### src/rtl/alu_seq.sv
// Registered ALU with barrel shifts/rotates and an iterative shift-add multiplier.
// A start/busy/done handshake sequences the operations; zero and negative flags are registered.
module alu_seq #(
    parameter int unsigned WIDTH = 8
) (
    input  logic             clk,
    input  logic             rst,
    input  logic             start,
    input  logic [3:0]       op,
    input  logic [WIDTH-1:0] in_a,
    input  logic [WIDTH-1:0] in_b,
    input  logic             ci,
    output logic             busy,
    output logic             done,
    output logic [WIDTH-1:0] result,
    output logic             co,
    output logic             ov,
    output logic             zf,
    output logic             nf
);

    localparam int unsigned SHW = $clog2(WIDTH);
    localparam int unsigned XW  = WIDTH + 1;
    localparam int unsigned PW  = 2 * WIDTH;
    localparam int unsigned MSB = WIDTH - 1;

    localparam logic [3:0] OP_NOP  = 4'b0000;
    localparam logic [3:0] OP_LD   = 4'b0001;
    localparam logic [3:0] OP_ADD  = 4'b0010;
    localparam logic [3:0] OP_SUB  = 4'b0011;
    localparam logic [3:0] OP_NOT  = 4'b0100;
    localparam logic [3:0] OP_AND  = 4'b0101;
    localparam logic [3:0] OP_OR   = 4'b0110;
    localparam logic [3:0] OP_XOR  = 4'b0111;
    localparam logic [3:0] OP_SHL  = 4'b1000;
    localparam logic [3:0] OP_SHR  = 4'b1001;
    localparam logic [3:0] OP_SAR  = 4'b1010;
    localparam logic [3:0] OP_ROL  = 4'b1011;
    localparam logic [3:0] OP_MULL = 4'b1100;
    localparam logic [3:0] OP_MULH = 4'b1101;

    typedef enum logic [0:0] {IDLE, MUL} state_t;

    state_t           state, state_d;
    logic             busy_d, done_d, co_d, ov_d, zf_d, nf_d;
    logic [WIDTH-1:0] result_d;
    logic [PW-1:0]    mcand, mcand_d, prod, prod_d, prod_nx;
    logic [WIDTH-1:0] mplier, mplier_d, mul_res;
    logic [SHW-1:0]   cnt, cnt_d;
    logic             mul_hi, mul_hi_d;

    logic [WIDTH-1:0] alu_res;
    logic             alu_co, alu_ov;
    logic [XW-1:0]    wide;
    logic [PW-1:0]    dbl;
    logic [SHW-1:0]   n;

    // Single-cycle datapath; the extra bit of 'wide' carries co/borrow or the shifted-out bit.
    always_comb begin
        alu_res = '0;
        alu_co  = 1'b0;
        alu_ov  = 1'b0;
        wide    = '0;
        dbl     = '0;
        n       = in_b[SHW-1:0];
        case (op)
            OP_NOP, OP_LD: alu_res = in_b;
            OP_ADD: begin
                wide    = {1'b0, in_a} + {1'b0, in_b} + XW'(ci);
                alu_res = wide[WIDTH-1:0];
                alu_co  = wide[WIDTH];
                alu_ov  = (in_a[MSB] == in_b[MSB]) && (wide[MSB] != in_a[MSB]);
            end
            OP_SUB: begin
                wide    = {1'b0, in_a} - {1'b0, in_b} - XW'(ci);
                alu_res = wide[WIDTH-1:0];
                alu_co  = wide[WIDTH];
                alu_ov  = (in_a[MSB] != in_b[MSB]) && (wide[MSB] != in_a[MSB]);
            end
            OP_NOT: alu_res = ~in_a;
            OP_AND: alu_res = in_a & in_b;
            OP_OR:  alu_res = in_a | in_b;
            OP_XOR: alu_res = in_a ^ in_b;
            OP_SHL: begin
                wide    = {1'b0, in_a} << n;
                alu_res = wide[WIDTH-1:0];
                alu_co  = wide[WIDTH];
            end
            OP_SHR: begin
                wide    = {in_a, 1'b0} >> n;
                alu_res = wide[WIDTH:1];
                alu_co  = wide[0];
            end
            OP_SAR: begin
                wide    = XW'($signed({in_a, 1'b0}) >>> n);
                alu_res = wide[WIDTH:1];
                alu_co  = wide[0];
            end
            OP_ROL: begin
                dbl     = {in_a, in_a} << n;
                alu_res = dbl[PW-1:WIDTH];
                alu_co  = (n != '0) & dbl[WIDTH];
            end
            default: alu_res = '0;
        endcase
    end

    // Next-state and next-output logic; multiply runs one shift-add step per cycle.
    always_comb begin
        state_d  = state;
        busy_d   = busy;
        done_d   = 1'b0;
        result_d = result;
        co_d     = co;
        ov_d     = ov;
        zf_d     = zf;
        nf_d     = nf;
        mcand_d  = mcand;
        mplier_d = mplier;
        prod_d   = prod;
        cnt_d    = cnt;
        mul_hi_d = mul_hi;
        prod_nx  = '0;
        mul_res  = '0;
        case (state)
            IDLE: begin
                if (start) begin
                    if (op == OP_MULL || op == OP_MULH) begin
                        state_d  = MUL;
                        busy_d   = 1'b1;
                        mcand_d  = PW'(in_a);
                        mplier_d = in_b;
                        prod_d   = '0;
                        cnt_d    = '0;
                        mul_hi_d = op[0];
                    end else begin
                        result_d = alu_res;
                        co_d     = alu_co;
                        ov_d     = alu_ov;
                        zf_d     = (alu_res == '0);
                        nf_d     = alu_res[MSB];
                        done_d   = 1'b1;
                    end
                end
            end
            MUL: begin
                prod_nx  = prod + (mplier[0] ? mcand : '0);
                prod_d   = prod_nx;
                mcand_d  = mcand << 1;
                mplier_d = mplier >> 1;
                cnt_d    = cnt + SHW'(1);
                if (cnt == SHW'(WIDTH - 1)) begin
                    mul_res  = mul_hi ? prod_nx[PW-1:WIDTH] : prod_nx[WIDTH-1:0];
                    state_d  = IDLE;
                    busy_d   = 1'b0;
                    done_d   = 1'b1;
                    result_d = mul_res;
                    co_d     = !mul_hi && (prod_nx[PW-1:WIDTH] != '0);
                    ov_d     = !mul_hi && (prod_nx[PW-1:WIDTH] != '0);
                    zf_d     = (mul_res == '0);
                    nf_d     = mul_res[MSB];
                end
            end
            default: state_d = IDLE;
        endcase
    end

    always_ff @(posedge clk) begin
        if (rst) begin
            state  <= IDLE;
            busy   <= 1'b0;
            done   <= 1'b0;
            result <= '0;
            co     <= 1'b0;
            ov     <= 1'b0;
            zf     <= 1'b0;
            nf     <= 1'b0;
            mcand  <= '0;
            mplier <= '0;
            prod   <= '0;
            cnt    <= '0;
            mul_hi <= 1'b0;
        end else begin
            state  <= state_d;
            busy   <= busy_d;
            done   <= done_d;
            result <= result_d;
            co     <= co_d;
            ov     <= ov_d;
            zf     <= zf_d;
            nf     <= nf_d;
            mcand  <= mcand_d;
            mplier <= mplier_d;
            prod   <= prod_d;
            cnt    <= cnt_d;
            mul_hi <= mul_hi_d;
        end
    end

endmodule

### config.mk
export PLATFORM = sky130hd
export DESIGN_NAME = alu_seq
export DESIGN_NICKNAME = d
export VERILOG_FILES = /design/src/rtl/alu_seq.sv
export SDC_FILE = /design/constraint.sdc
export NUM_CORES = 1
export LEC_CHECK = 0
export CAP_MARGIN = 10
export CORE_MARGIN = 2
export CORE_UTILIZATION = 61
export DETAILED_ROUTE_END_ITERATION = 16
export PLACE_DENSITY = 0.84
export SYNTH_ARGS = -nofsm -noshare
export SYNTH_HDL_FRONTEND = slang
export SYNTH_SLANG_ARGS = --single-unit
### constraint.sdc
create_clock -name clk -period 4.06 [get_ports clk]
set_input_delay 0.609 -clock clk [delete_from_list [all_inputs] [get_ports clk]]
set_output_delay 0.609 -clock clk [all_outputs]
set_load 0.005 [all_outputs]
### Word-level counts from Yosys, hierarchy flattened

Index checks and enable logic that the tools add are counted.

| operators by class | value |
|---|---|
| equal/unequal tests | 22 |
| div/mod/pow operators | 0 |
| reduce and logical (&&, ||, !) cells | 15 |
| $add $sub $neg | 6 |
| shifts and indexed selects | 4 |
| order comparisons | 0 |
| bitwise gates (word level) | 6 |
| mux-type cells | 48 |
| $mul | 0 |

Operators with widths:

| operator | count |
|---|---|
| $pmux W8 S11 | 1 |
| $mux W16 | 5 |
| $pmux W16 S2 | 2 |
| $mux W8 | 6 |
| $pmux W8 S2 | 2 |
| $eq A4 B4 Y1 const B | 6 |
| $mux W1 | 20 |
| $add A16 B16 Y16 | 1 |
| $eq A4 B3 Y1 const B | 4 |
| $logic_not A8 Y1 | 2 |
| $pmux W1 S2 | 8 |
| $shl A16 B3 Y16 | 1 |
| $add A8 B8 Y9 | 1 |
| $add A9 B1 Y9 | 1 |
| $reduce_and A3 Y1 | 3 |
| $shl A8 B3 Y9 | 1 |
| $shr A9 B3 Y9 | 1 |
| $sshr A9 B3 Y9 | 1 |
| $sub A8 B8 Y9 | 1 |
| $sub A9 B1 Y9 | 1 |
| $and A8 B8 Y8 | 1 |
| $eq A4 B2 Y1 const B | 2 |
| $not A8 Y8 | 1 |
| $or A8 B8 Y8 | 1 |
| other kinds (21) | 28 |

| storage, ports and cells | value |
|---|---|
| bits in read-only memories | 0 |
| bits in registers | 59 |
| bits of input ports | 24 |
| logic and storage cells | 114 |
| bits in latches | 0 |
| output and inout port bits | 14 |
| memory bits (writable) | 0 |
| memories | 0 |

### Depth between registers and ports, before layout

| logic depth | value |
|---|---|
| word-level depth | 8 |
| mapped depth | 14 |
| mapped depth without buffers | 13 |

### Worst setup path after synthesis

No wires, ideal clock.

| timing | value |
|---|---|
| path kind | input -> register |
| start point | in in_b[0] |
| end point | reg ov |
| setup time | 0.058 ns |
| stages on the path | 13 |
| path buffers | 1 |
| arrival time | 3.065 ns |
| slack | 0.938 ns |
| cells stage by stage | inv_1 -> clkbuf_1 -> fa_1 -> ha_1 -> o21ai_0 -> a211oi_1 -> a21o_1 -> a21oi_1 -> xnor2_1 -> xnor2_1 -> nand3_1 -> a311oi_1 -> o21a_1 |

| between the ends | value |
|---|---|
| cells in the longest elaborated chain, start to end | 8 |
| elaborated cells between the ends (all ways) | 12 |
| those cells by class | add/sub (4); eq/ne (2); mux (4); reduce/logical (2) |

RTL lines:

| element | RTL line | source |
|---|---|---|
| start, declared | 11 | `input logic [WIDTH-1:0] in_b,` |
| $sub A8 B8 Y9 / $add A8 B8 Y9 (equally long branches) | 75, 69 |  |
| $sub A9 B1 Y9 / $add A9 B1 Y9 (equally long branches) | 75, 69 |  |
| $ne A1 B1 Y1 (on tied branches) | 78, 72 |  |
| $logic_and A1 B1 Y1 (on tied branches) | 78, 72 |  |
| $pmux W1 S2 * | 66 | `case (op)` |
| $mux W1 * | 128 | `if (op == OP_MULL \|\| op == OP_MULH) begin` |
| $mux W1 * | 127 | `if (start) begin` |
| $pmux W1 S2 * | 125 | `case (state)` |
| end signal, assigned | 189 | `ov <= ov_d;` |
| end, declared | 17 | `output logic ov,` |

Every way passes the cells marked *; elsewhere a longest branch is shown, timed or not. The select of a mux whose other input is x is not followed.
A chain may end at the register's enable or synchronous reset.

### Worst setup path in the final report

| timing | value |
|---|---|
| start point | reg mplier[0] |
| end point | reg co |

| between the ends | value |
|---|---|
| cells in the longest elaborated chain, start to end | 6 |

RTL lines:

| element | RTL line | source |
|---|---|---|
| start, declared | 48 | `logic [WIDTH-1:0] mplier, mplier_d, mul_res;` |
| start signal, assigned | 193 | `mplier <= mplier_d;` |
| $mux W16 | 147 | `prod_nx = prod + (mplier[0] ? mcand : '0);` |
| $add A16 B16 Y16 | 147 |  |
| $reduce_bool A8 Y1 | 158 | `co_d = !mul_hi && (prod_nx[PW-1:WIDTH] != '0);` |
| $logic_and A1 B1 Y1 | 158 |  |
| $mux W1 | 152 | `if (cnt == SHW'(WIDTH - 1)) begin` |
| $pmux W1 S2 | 125 |  |
| end signal, assigned | 188 | `co <= co_d;` |
| end, declared | 16 | `output logic co,` |

Every way passes these cells. The select of a mux whose other input is x is not followed.

==> summary.txt <==
Run status
  – Result of the run: complete, no violations

Floorplan
  – Area of the core: 9150 µm²
  – Effective utilization at floorplan: 62.3%
  – Number of rows created at floorplan: 35
  – Top-level port count: 38
  – Die area: 10100 µm²
  – Die width: 101 µm
  – Die boundary height: 101 µm

Synthesis
  – Synthesized area divided by synthesized cell count: 7.42 µm²
  – Sequential fraction of the synthesis area: 20.4%
  – Number of warnings reported in the yosys synthesis log: 0
  – Summed instance area of the synthesized netlist: 5700 µm²
  – Ranking of synthesized cells by instance count: 122 x nor2_1, 94 x a21oi_1, 58 x dfxtp_1
  – Dominant cell by count in the synthesized netlist: nor2_1
  – Main synth FF type: dfxtp_1
  – Area share of the leading cell type in the synthesized netlist: 20.4%
  – Post-synth net total: 846
  – Number of register bits inferred by synthesis: 58
  – Count of different cell masters after synthesis: 71
  – Proportion of register bits with asynchronous set or reset after synthesis: 0%
  – Count of mapped cells out of synthesis: 769
  – Top cells by area, synth: dfxtp_1 20%, ha_1 11%, a21oi_1 8.2%
  – Synth area leader: dfxtp_1
  – EDFF count, synth: 0

Power and ir drop
  – Proportion of total power due to net switching: 32.1%
  – Total leakage power: 2.82 nW
  – Power per unit of standard cell area: 260 nW/µm²
  – Power share of the combinational group: 28.5%
  – Sequential cell fraction of total power: 35.7%
  – Switching Power: 0.534 mW
  – Part of the power in the clock network: 35.9%
  – Int Power: 1.13 mW
  – Overall power after layout: 1.67 mW
  – VDD IR-drop max: 0.000277 V

Clocking
  – Post-CTS Hold Fix Bufs: 0
  – Buffer levels on the longest clock path: 2
  – CTS root buffer: clkbuf_8
  – Post-CTS setup buffers: 0
  – Post_cts resized: 0
  – Number of H-tree levels: 3
  – CTS tree: done
  – Clock slew seen by the registers of the worst setup and hold paths: 0.07 ns
  – Clock latency reported for the late side of the worst-skew pair: 0.35 ns
  – Number of clock sinks: 58
  – Clock buffer count from CTS: 9

Cells and area
  – Multi-input combinational cell area: 4190 µm²
  – Final Instance Area: 6400 µm²
  – Register area: 1160 µm²
  – Ant. Diodes: 0
  – Layout-stage area growth over the synthesis result: 12.3%
  – Nets: 866
  – Final core utilization: 70.0%
  – Fraction of final layout cells sized beyond drive strength 1: 8.94%
  – Layout fillers: 795

Place
  – Final weighted congestion in routability-driven placement: 1.03
  – IO Port Bufs: 37
  – Post-detailed-placement half-perimeter wirelength: 12.7 mm
  – Total cell area at the placement stage: 6190 µm²

STA
  – Sum Neg Setup Slack: 0 ns
  – Share of the clock period used by the worst path after layout: 83.8%
  – Fin crit period: 3.40 ns
  – Maximum clock frequency: 0.294 GHz
  – Worst Tran Pin Value: 0.833 ns
  – Number of setup violations in the final report: 0
  – Number of pins exceeding their max-slew limit in the final report: 0
  – Layout Skew: 0.0115 ns
  – Max transition margin: 44.4%
  – RSZ-0062 raised after global routing: no
  – Final Hold Violating Endpoints: 0

Setup path
  – CP Data Arrival Time: 3.63 ns
  – Critical path endpoint category: register
  – Cell at the slowest stage of the critical path: dfxtp_1
  – Cell family with the largest share of critical-path delay: compound AO/OA/AOI/OAI gates
  – Category of the worst setup path launch point: register
  – Kind of critical path: register to register
  – Crit path buffers/inverters: 0
  – Cells along the critical path: and2_1 > ha_1 > a2111oi_2 > o21ai_2 > a31o_1 > a221o_1 > xor2_1 > nand3b_1 > o31a_1 > nand2_1 > a211oi_2
  – Maximum cell stage delay along the critical path: 0.64 ns
  – Data required time at the worst endpoint: 4.29 ns
  – Reg-to-reg setup timing slack: 0.66 ns
  – Highest fanout seen on the critical path: 17

Global route
  – Pin count of the biggest net entering global routing: 72
  – Total routing usage reported by global routing: 34.6%
  – Wire length of the first global-routing pass: 27.8 mm
  – Sum of overflow across all layers after global routing: 0
  – Vias in the first global route: 5546
  – Initial antenna violation count: 0

Routing
  – Number of nets with antenna violations after routing: 0
  – Total number of vias: 5854
  – First-pass DRT Iterations: 8
  – DRC violation total after the first TritonRoute iteration: 518
  – Per-cell via count in the routed design: 6.47
  – Per-cell routed wire length: 18.7 µm
  – Total Routed Length: 16.9 mm
  – Number of DRC violations after detailed routing: 0

Worst hold path
  – Path class of the lowest-slack min-delay path: register to register

Job
  – Max cap viols: 0
## state kept, by name (all words and copies together) (netlist names)
register  count
mplier        8
cnt           3
state         1
prod         16
busy          1
done          1
result        8
co            1
ov            1
zf            1
mcand        16
mul_hi        1
## kinds of logic after synthesis
logic type	count (synthesis)	share of synthesized area, %
xor gates and xnor gates	30	4.61
DFF	58	20.4
muxes	45	9.28
and+or+nand+nor	270	22.2
AOI/OAI and AO/OA	225	24.9
buffers and inverters	88	6.32
adders and majority gates	53	12.3
## layout by cell type (no fill, tap or decap), types with 5 or more instances in the layout
| cell | n |
|---|---|
| ha_1 | 48 |
| mux2i_1 | 27 |
| o211ai_1 | 7 |
| a21oi_1 | 94 |
| nand3_1 | 13 |
| clkbuf_8 | 9 |
| xnor2_1 | 17 |
| nor2_1 | 122 |
| o21ai_0 | 35 |
| and2_1 | 15 |
| a211oi_1 | 10 |
| o22ai_1 | 5 |
| a22oi_1 | 7 |
| a21o_1 | 9 |
| nor4_1 | 5 |
| buf_4 | 24 |
| clkdlybuf4s50_1 | 36 |
| dfxtp_1 | 57 |
| fa_1 | 5 |
| nand2b_1 | 8 |
| nor3_1 | 12 |
| mux4_2 | 5 |
| nor2b_1 | 6 |
| a31oi_1 | 7 |
| inv_1 | 32 |
| xor2_1 | 13 |
| nand4_1 | 6 |
| and3_1 | 25 |
| nand2_1 | 43 |
| mux2_2 | 12 |
## worst register-to-register path: cells and delay by family, from the launching register on
family	cells	cell delay, ns
adder cells (fa/ha/maj)	1	0.32
flip-flops	1	0.64
XOR/XNOR	1	0.31
AO/OA/AOI/OAI	6	1.55
AND/OR/NAND/NOR	3	0.47
## cell type report
type                    instances  area share (%)
repair buffers                 62            8.83
clock buffers                  10            1.99
flip-flops and latches         58            18.2
multi-input cells             623            65.4
inverters                      35            2.05
well taps                     111            2.17
clock inverters                 6            1.41
## metrics by stage
| step | hold slack [ns] | setup WS [ns] | instances |
|---|---|---|---|
| 2_1_floorplan | 0.448 | 0.938 | 769 |
| 3_3_place_gp | 0.446 | 0.456 | 889 |
| 3_5_place_dp | 0.453 | 0.349 | 889 |
| 4_1_cts | 0.461 | 0.711 | 905 |
| 5_1_grt | 0.481 | 0.449 | 905 |
| 6_report | 0.456 | 0.657 | 905 |
## final timing paths
kind / depth (start not counted) / to / startpoint
max: 11 / co / mplier[0]
min: 2 / result[1] / result[1]
max reg2reg: 11 / co / mplier[0]
min reg2reg: 2 / result[1] / result[1]
## power by group through the flow
stage | clock (mW) | sequential (mW) | combinational [mW]
6_report | 0.597 | 0.594 | 0.474
5_1_grt | 0.632 | 0.595 | 0.515
4_1_cts | 0.601 | 0.594 | 0.463
3_5_place_dp | 0 | 0.607 | 0.461
3_3_place_gp | 0 | 0.606 | 0.449
2_1_floorplan | 0 | 0.603 | 0.312
## per-layer routing
metal  vias up  GRT usage, %  wire, µm
li1       2785             -         -
met4         0          10.5       425
met5         -             0         0
met1      2761          49.3      7410
met2       275          54.2      7670
met3        33          5.06      1440
No activity file was read; power rests on OpenSTA's default activity.
